$ cat config.mk
export PLATFORM = sky130hd
export DESIGN_NAME = mips_bus_unit
export DESIGN_NICKNAME = d
export VERILOG_FILES = /design/src/rtl/mips_bus_unit.sv
export SDC_FILE = /design/constraint.sdc
export NUM_CORES = 1
export LEC_CHECK = 0
export ABC_AREA = 1
export CAP_MARGIN = 40
export CORE_ASPECT_RATIO = 0.75
export CORE_UTILIZATION = 30
export CTS_CLUSTER_DIAMETER = 200
export DETAILED_ROUTE_END_ITERATION = 8
export PLACE_DENSITY = 0.66
export SLEW_MARGIN = 0
export SYNTH_ARGS = -nofsm -noshare
export SYNTH_HDL_FRONTEND = slang
export SYNTH_SLANG_ARGS = --single-unit
$ cat constraint.sdc
create_clock -name clk -period 2.47 [get_ports clk]
set_input_delay 0.494 -clock clk [delete_from_list [all_inputs] [get_ports clk]]
set_output_delay 0.494 -clock clk [all_outputs]
set_load 0.01 [all_outputs]
$ cat src/rtl/mips_bus_unit.sv
// mips_bus_unit: Avalon-MM master arbitrating MIPS fetch and data ports.
// Define MIPS_BUS_UNIT_BIG_ENDIAN_EN for big-endian byte-lane mapping.
module mips_bus_unit #(
  parameter int ADDR_W        = 32,
  parameter int DATA_PRIORITY = 1,
  parameter int MAX_WAIT      = 0
) (
  input  logic              clk,
  input  logic              reset,
  input  logic              if_req,
  input  logic [ADDR_W-1:0] if_addr,
  input  logic              if_flush,
  output logic              if_gnt,
  output logic              if_valid,
  output logic [31:0]       if_data,
  output logic              if_err,
  input  logic              mem_req,
  input  logic              mem_we,
  input  logic [ADDR_W-1:0] mem_addr,
  input  logic [1:0]        mem_size,
  input  logic              mem_unsigned,
  input  logic [31:0]       mem_wdata,
  output logic              mem_gnt,
  output logic              mem_valid,
  output logic [31:0]       mem_rdata,
  output logic              mem_err,
  output logic [ADDR_W-1:0] address,
  output logic              read,
  output logic              write,
  input  logic              waitrequest,
  output logic [31:0]       writedata,
  output logic [3:0]        byteenable,
  input  logic [31:0]       readdata
);

  localparam logic [1:0] S_IDLE = 2'd0;
  localparam logic [1:0] S_BUS  = 2'd1;
  localparam logic [1:0] S_RESP = 2'd2;
  localparam logic [1:0] S_DONE = 2'd3;

  localparam logic [31:0] MW = MAX_WAIT;

`ifdef MIPS_BUS_UNIT_BIG_ENDIAN_EN
  localparam logic [1:0] LANE_XOR = 2'b11;
`else
  localparam logic [1:0] LANE_XOR = 2'b00;
`endif

  logic [1:0]        state;
  logic              own_if;
  logic              discard;
  logic              err_q;
  logic [1:0]        lane_q;
  logic [1:0]        size_q;
  logic              uns_q;
  logic              we_q;
  logic [31:0]       wait_cnt;

  logic              is_idle;
  logic              is_done;
  logic [ADDR_W-1:0] sel_addr;
  logic [1:0]        sel_size;
  logic              sel_we;
  logic [1:0]        sel_ln;
  logic              misal;
  logic [3:0]        st_be;
  logic [31:0]       st_wd;
  logic              timeout;
  logic [1:0]        ld_ln;
  logic [7:0]        ld_b;
  logic [15:0]       ld_h;
  logic [31:0]       ld_ext;

  assign is_idle = (state == S_IDLE);
  assign is_done = (state == S_DONE);

  assign if_gnt  = is_idle && if_req &&
                   (!mem_req || DATA_PRIORITY == 0);
  assign mem_gnt = is_idle && mem_req &&
                   (!if_req || DATA_PRIORITY != 0);

  // A flush landing in the completion cycle still hides the pulse.
  assign if_valid  = is_done && own_if && !discard && !if_flush;
  assign if_err    = if_valid && err_q;
  assign mem_valid = is_done && !own_if;
  assign mem_err   = mem_valid && err_q;

  assign timeout = (MW != 32'd0) && waitrequest &&
                   (wait_cnt == MW - 32'd1);

  always_comb begin
    sel_addr = if_addr;
    sel_size = 2'd2;
    sel_we   = 1'b0;
    if (mem_gnt) begin
      sel_addr = mem_addr;
      sel_size = mem_size;
      sel_we   = mem_we;
    end
  end

  assign sel_ln = sel_addr[1:0] ^ LANE_XOR;

  always_comb begin
    misal = 1'b1;
    unique case (1'b1)
      (sel_size == 2'd0): misal = 1'b0;
      (sel_size == 2'd1): misal = sel_addr[0];
      (sel_size == 2'd2): misal = |sel_addr[1:0];
      default:            misal = 1'b1;
    endcase
  end

  always_comb begin
    st_be = 4'hF;
    st_wd = mem_wdata;
    unique case (sel_size)
      2'd0: begin
        st_be = 4'b0001 << sel_ln;
        st_wd = {4{mem_wdata[7:0]}};
      end
      2'd1: begin
        st_be = sel_ln[1] ? 4'b1100 : 4'b0011;
        st_wd = {2{mem_wdata[15:0]}};
      end
      default: ;
    endcase
  end

  assign ld_ln = lane_q ^ LANE_XOR;

  always_comb begin
    ld_b = readdata[7:0];
    unique case (ld_ln)
      2'd0: ld_b = readdata[7:0];
      2'd1: ld_b = readdata[15:8];
      2'd2: ld_b = readdata[23:16];
      2'd3: ld_b = readdata[31:24];
    endcase
    ld_h = ld_ln[1] ? readdata[31:16] : readdata[15:0];
    unique case (size_q)
      2'd0:    ld_ext = {{24{ld_b[7] & ~uns_q}}, ld_b};
      2'd1:    ld_ext = {{16{ld_h[15] & ~uns_q}}, ld_h};
      default: ld_ext = readdata;
    endcase
  end

  always_ff @(posedge clk) begin
    if (reset) begin
      state      <= S_IDLE;
      own_if     <= 1'b0;
      discard    <= 1'b0;
      err_q      <= 1'b0;
      lane_q     <= 2'd0;
      size_q     <= 2'd0;
      uns_q      <= 1'b0;
      we_q       <= 1'b0;
      wait_cnt   <= 32'd0;
      read       <= 1'b0;
      write      <= 1'b0;
      address    <= '0;
      writedata  <= 32'd0;
      byteenable <= 4'd0;
      if_data    <= 32'd0;
      mem_rdata  <= 32'd0;
    end else begin
      unique case (state)
        S_IDLE: begin
          if (if_gnt || mem_gnt) begin
            own_if   <= if_gnt;
            discard  <= 1'b0;
            err_q    <= misal;
            lane_q   <= sel_addr[1:0];
            size_q   <= sel_size;
            uns_q    <= mem_unsigned;
            we_q     <= sel_we;
            wait_cnt <= 32'd0;
            if (misal) begin
              state <= S_DONE;
              if (mem_gnt) mem_rdata <= 32'd0;
            end else begin
              state      <= S_BUS;
              address    <= {sel_addr[ADDR_W-1:2], 2'b00};
              read       <= !sel_we;
              write      <= sel_we;
              byteenable <= sel_we ? st_be : 4'hF;
              if (sel_we) writedata <= st_wd;
            end
          end
        end
        S_BUS: begin
          if ((read || write) && !waitrequest) begin
            read  <= 1'b0;
            write <= 1'b0;
            state <= S_RESP;
          end else if (timeout) begin
            read  <= 1'b0;
            write <= 1'b0;
            err_q <= 1'b1;
            state <= S_DONE;
            if (!own_if) mem_rdata <= 32'd0;
          end else if (waitrequest) begin
            wait_cnt <= wait_cnt + 32'd1;
          end
        end
        S_RESP: begin
          state <= S_DONE;
          if (own_if) if_data <= readdata;
          else mem_rdata <= we_q ? 32'd0 : ld_ext;
        end
        S_DONE: state <= S_IDLE;
        default: state <= S_IDLE;
      endcase
      if (!is_idle && own_if && if_flush) discard <= 1'b1;
    end
  end

endmodule

# After elaboration in Yosys (flattened, before gate mapping)
# Cells that the tools add are included.
# totals
elab_cells	104
register_bits	143
output_inout_bits	140
input_bits	138
# op_classes
shifts	1
n_eq_ne	15
reduce_logical	38
bitwise	4
n_mux	31
# op_table
cell	n
$mux 32	6
$pmux 32 s2	3
$pmux 8 s4	1
$mux 16	1
$logic_and 1x1->1	12
$eq 2x2->1 const B	5
$mux 1	9
$eq 2x1->1 const B	4
$logic_not 2->1	4
$mux 2	4
$mux 4	2
$ne 2x2->1 const B	4
$pmux 2 s4	1
$pmux 4 s2	1
$reduce_and 2->1	4
$reduce_and 4->1	2
$reduce_bool 2->1	4
$logic_not 1->1	7
$reduce_and 5->1	1
$ne 2x1->1 const B	2
$pmux 1 s2	2
$shl 1x2->4 const A	1
$pmux 1 s3	1
$reduce_and 3->1	1
4 further kinds	7

# Depth between registers and ports, before layout
# logic_depth
word_depth	8
depth_mapped	14
mapped_depth_nobuf	12

# Worst setup path after synthesis
# OpenSTA, ideal clock, no wires.
# synth_timing
path_kind	register to register
start	reg state[0]
end	reg byteenable[0]
n_path_buf	2
path_stages_with_launch	15
period_less_slack_ns	1.908
slack_ns	0.562
required_ns	2.354
arrival_time_ns	1.793
setup_ns	0.116
cell_sequence	dfxtp_1 > inv_1 > ha_1 > buf_6 > nand2_8 > nand2_1 > nand2_1 > nand2_1 > nand2_4 > nand3_4 > nor2_4 > inv_2 > buf_6 > nor2_1 > nor2_1
# synth_via
elab_chain_cells	7
word_cells_on_any_way	19
cone_classes	2 x eq/ne; 1 x shift; 7 x mux; 1 x bitwise; 8 x reduce/logical
# synth_rtl
item	line_no	rtl
from (decl)	49	logic [1:0] state;
from (signal assigned)	150	state <= S_IDLE;
from (signal assigned)	179	state <= S_DONE;
from (signal assigned)	182	state <= S_BUS;
$logic_not 2->1 (*)	74, 167	
$logic_and 1x1->1	79	assign mem_gnt = is_idle && mem_req &&
$mux 2 or $mux 32 (tied branches)	95	if (mem_gnt) begin
$eq 2x2->1, or another cell as far along	109	(sel_size == 2'd2): misal = |sel_addr[1:0];
$pmux 1 s3	106	unique case (1'b1)
$not 1->1 (no line)	--	
$reduce_and 3->1 (no line)	--	
to (signal assigned)	186	byteenable <= sel_we ? st_be : 4'hF;
to (decl)	32	output logic [3:0] byteenable,
# Every way passes the cells marked *; elsewhere a longest branch is shown, timed or not.
# A chain may end at the register's enable or synchronous reset.

# Worst setup path after layout
# layout_timing
start	reg state[0]
end	out if_valid
# layout_via
elab_chain_cells	4
# layout_rtl
item	line_no	rtl
$eq 2x2->1	75	assign is_done = (state == S_DONE);
$logic_and 1x1->1 (3 in series)	83	assign if_valid = is_done && own_if && !discard && !if_flush;
to (decl)	14	output logic if_valid,
# No other way between the ends.

==> metrics.cfg <==
[grt]
overflow = 0
grt_pass1_vias = 7128
grt_first_pass_wirelength_mm = 38.2
grt_max_degree = 56
antenna_found_initial = 0
grt_usage_pct = 20.9

[final_layout]
regArea_um2 = 2860
nFillCells = 2283
utilization_pct = 47.4
multiInputGateArea_um2 = 3490
design_area_um2 = 10600
syn2layout_area_growth_pct = 53.0
n_antenna_cell = 0
drive_gt1_share_pct = 8.11
nets = 1424
fin_cells = 1588

[pwr]
p_per_area_nw_per_um2 = 885
ir_worst_vdd_uv = 455
p_leak_nw = 4.45
finalPower_mw = 9.34

[routing]
first_pass_iters = 5
drt-initial-drc-count = 530
drc = 0
viasPerCell = 4.72
vias = 7492
wl_mm = 24.5
ant_nets = 0
wl_per_cell_um = 15.4

[logic_synthesis]
synth_xor_xnor_area_share_pct = 0
synth_top_area_share_pct = 41.5
syn_area_um2 = 6900
synth_fa_ha_area_share_pct = 0.907
synth_seq_cells = 143
synth_area_leaders = dfxtp_1, nand2_1, nor2_1, o21ai_0, a21oi_1
yosysSeqAreaShare_pct = 41.5
synth_most_common_cell = nand2_1
syn_avg_cell_area_um2 = 6.83
async_flop_share_pct = 0
synth_compound_area_share_pct = 16.7
synth-simple-area-share_pct = 32.6
synth-edff-count = 0
synth_cell_type_count = 37
yosysWarnings = 0
yosys.area.top_type = dfxtp_1
synth_cells = 1011
synth_top_family_by_area = simple AND/OR/NAND/NOR gates
synthMuxAreaShare_pct = 0
synth_ff_type = dfxtp_1
synth.top_cells.by_count = nand2_1, nor2_1, dfxtp_1

[die]
core_area_um2 = 22300
boundaryPins = 278
dieArea_um2 = 23600
core.rowCount = 47
start_util_pct = 31.0
die_x_um = 177
die_h_um = 133

[timing]
post-route-min-period_ns = 2.34
fin_hold_ws_ns = 0.466
setup-tns-final_ns = 0
rsz0062_at_grt = false
setup_viol = 0
skew_ns = 0.00945
finalHoldViolCount = 0
fin_crit_sh_pct = 94.8
slew_headroom_pct = 65.7
slew_violations = 0
fmax_mhz = 427
tightest_slew_ns = 0.514
fin_ws_ns = 0.129

[setup_path]
r2r_end = mem_rdata[7]
r2r_setup_slack_ns = 0.34
worstSetupPathType = reg2out
arrival_ns = 1.85
cp.required_ns = 1.98
setup.worst_path.start_class = flip-flop
reg2reg_from = state[0]
worstPathMaxFanout = 4
rr_worst_depth = 12
end_kind = output port

[place]
gp_congestion = 0.898
portBuffers = 275
place_area_um2 = 9990
pre_cts_slack_ns = 0.00783
dpl.hpwl_mm = 18.5
dp.cells = 1556

[clock_network]
clk-insertion-delay-late_ns = 0.43
cts_buffers = 17
cts_hold_buffers = 0
cts-root-buf = clkbuf_16
cts_sinks = 143
clockBufferDepth = 2
clk_pin_slew_ns = 0.07
cts_tree = built
h-tree-depth = 4

[flow_run]
maxCapViolCount = 0

[worst_hold_path]
min_to = mem_rdata[1]
min_from = mem_rdata[1]
whs_path_depth = 2
hold_class = reg2reg

[status]
status = complete, no violations

==> routing by layer <==
layer / vias to the layer above / track usage, % / share of wire (%)
met3: 18 / 7.65 / 11
met2: 315 / 31.6 / 42
li1: 3797 / - / -
met4: 0 / 5.08 / 1.1
met5: - / 0 / 0
met1: 3362 / 28.0 / 46
==> cell usage in the layout, fill, tap and decap left out, types with 3 or more instances in the layout <==
cell | Yosys | routed
nand3_4 | 3 | 3
inv_1 | 45 | 44
ha_1 | 5 | 4
nor2_4 | 3 | 3
o21ai_1 | 5 | 5
a21oi_1 | 58 | 58
nand4_1 | 17 | 17
nand3_1 | 26 | 26
nand2_1 | 243 | 243
clkdlybuf4s50_1 | 0 | 272
buf_12 | 0 | 4
buf_4 | 9 | 33
clkinv_1 | 4 | 4
dfxtp_1 | 143 | 143
or2_2 | 9 | 9
nand2_2 | 5 | 5
clkinvlp_4 | 0 | 5
inv_2 | 5 | 6
clkbuf_16 | 0 | 17
inv_6 | 0 | 6
o21ai_0 | 132 | 132
nor2_1 | 209 | 209
a21boi_1 | 15 | 15
==> critical path, stage by stage (launching register included) <==
cell             delay (ns)
dfxtp_1                0.38
ha_1                   0.20
nand2_1                0.08
nor3_1                 0.17
clkdlybuf4s50_1        0.59
==> layout make-up <==
cell class              count  share of cell area (%)
multi-input cells         753                    33.0
well taps                 294                    3.49
clock inverters            15                    1.20
clock buffers              17                    4.03
inverters                  54                    1.92
repair buffers            312                    29.2
flip-flops and latches    143                    27.1
==> timing repair <==
item	4_1_cts	5_1_grt
endpoints found under the setup margin	2	3
pin swaps	0	0
setup buffers	0	0
gates resized for setup	2	3
hold endpoints to repair	0	0
==> worst max path at each step <==
stage	end	cells past startpoint	startpoint	slack [ns]
3_5_place_dp	address[27]	10	mem_req	0.008
3_3_place_gp	if_gnt	4	if_req	-0.000004
6_report	if_valid	4	state[0]	0.13
5_1_grt	if_valid	4	state[0]	0.01
4_1_cts	mem_gnt	5	state[0]	0.05
2_1_floorplan	byteenable[0]	14	state[0]	0.56
==> state kept, by name, indices dropped and copies added (netlist names) <==
signal / count
address: 30
own_if: 1
if_data: 32
byteenable: 4
write: 1
uns_q: 1
size_q: 2
read: 1
state: 2
we_q: 1
lane_q: 2
writedata: 32
mem_rdata: 32
err_q: 1
discard: 1
==> power by group <==
| part | switching, mW | total, mW | internal, mW | leakage, nW |
|---|---|---|---|---|
| Sequential | 0.258 | 2.98 | 2.72 | 1.16 |
| Combinational | 2.23 | 3.90 | 1.68 | 3.02 |
| Clock | 1.14 | 2.46 | 1.32 | 0.258 |
==> cell families after synthesis <==
logic type,after synthesis
fa+ha+maj,5
other cells,1
simple gates,527
buf+inv,116
compound gates,219
flops,143
(Power assumes the default switching activity.)
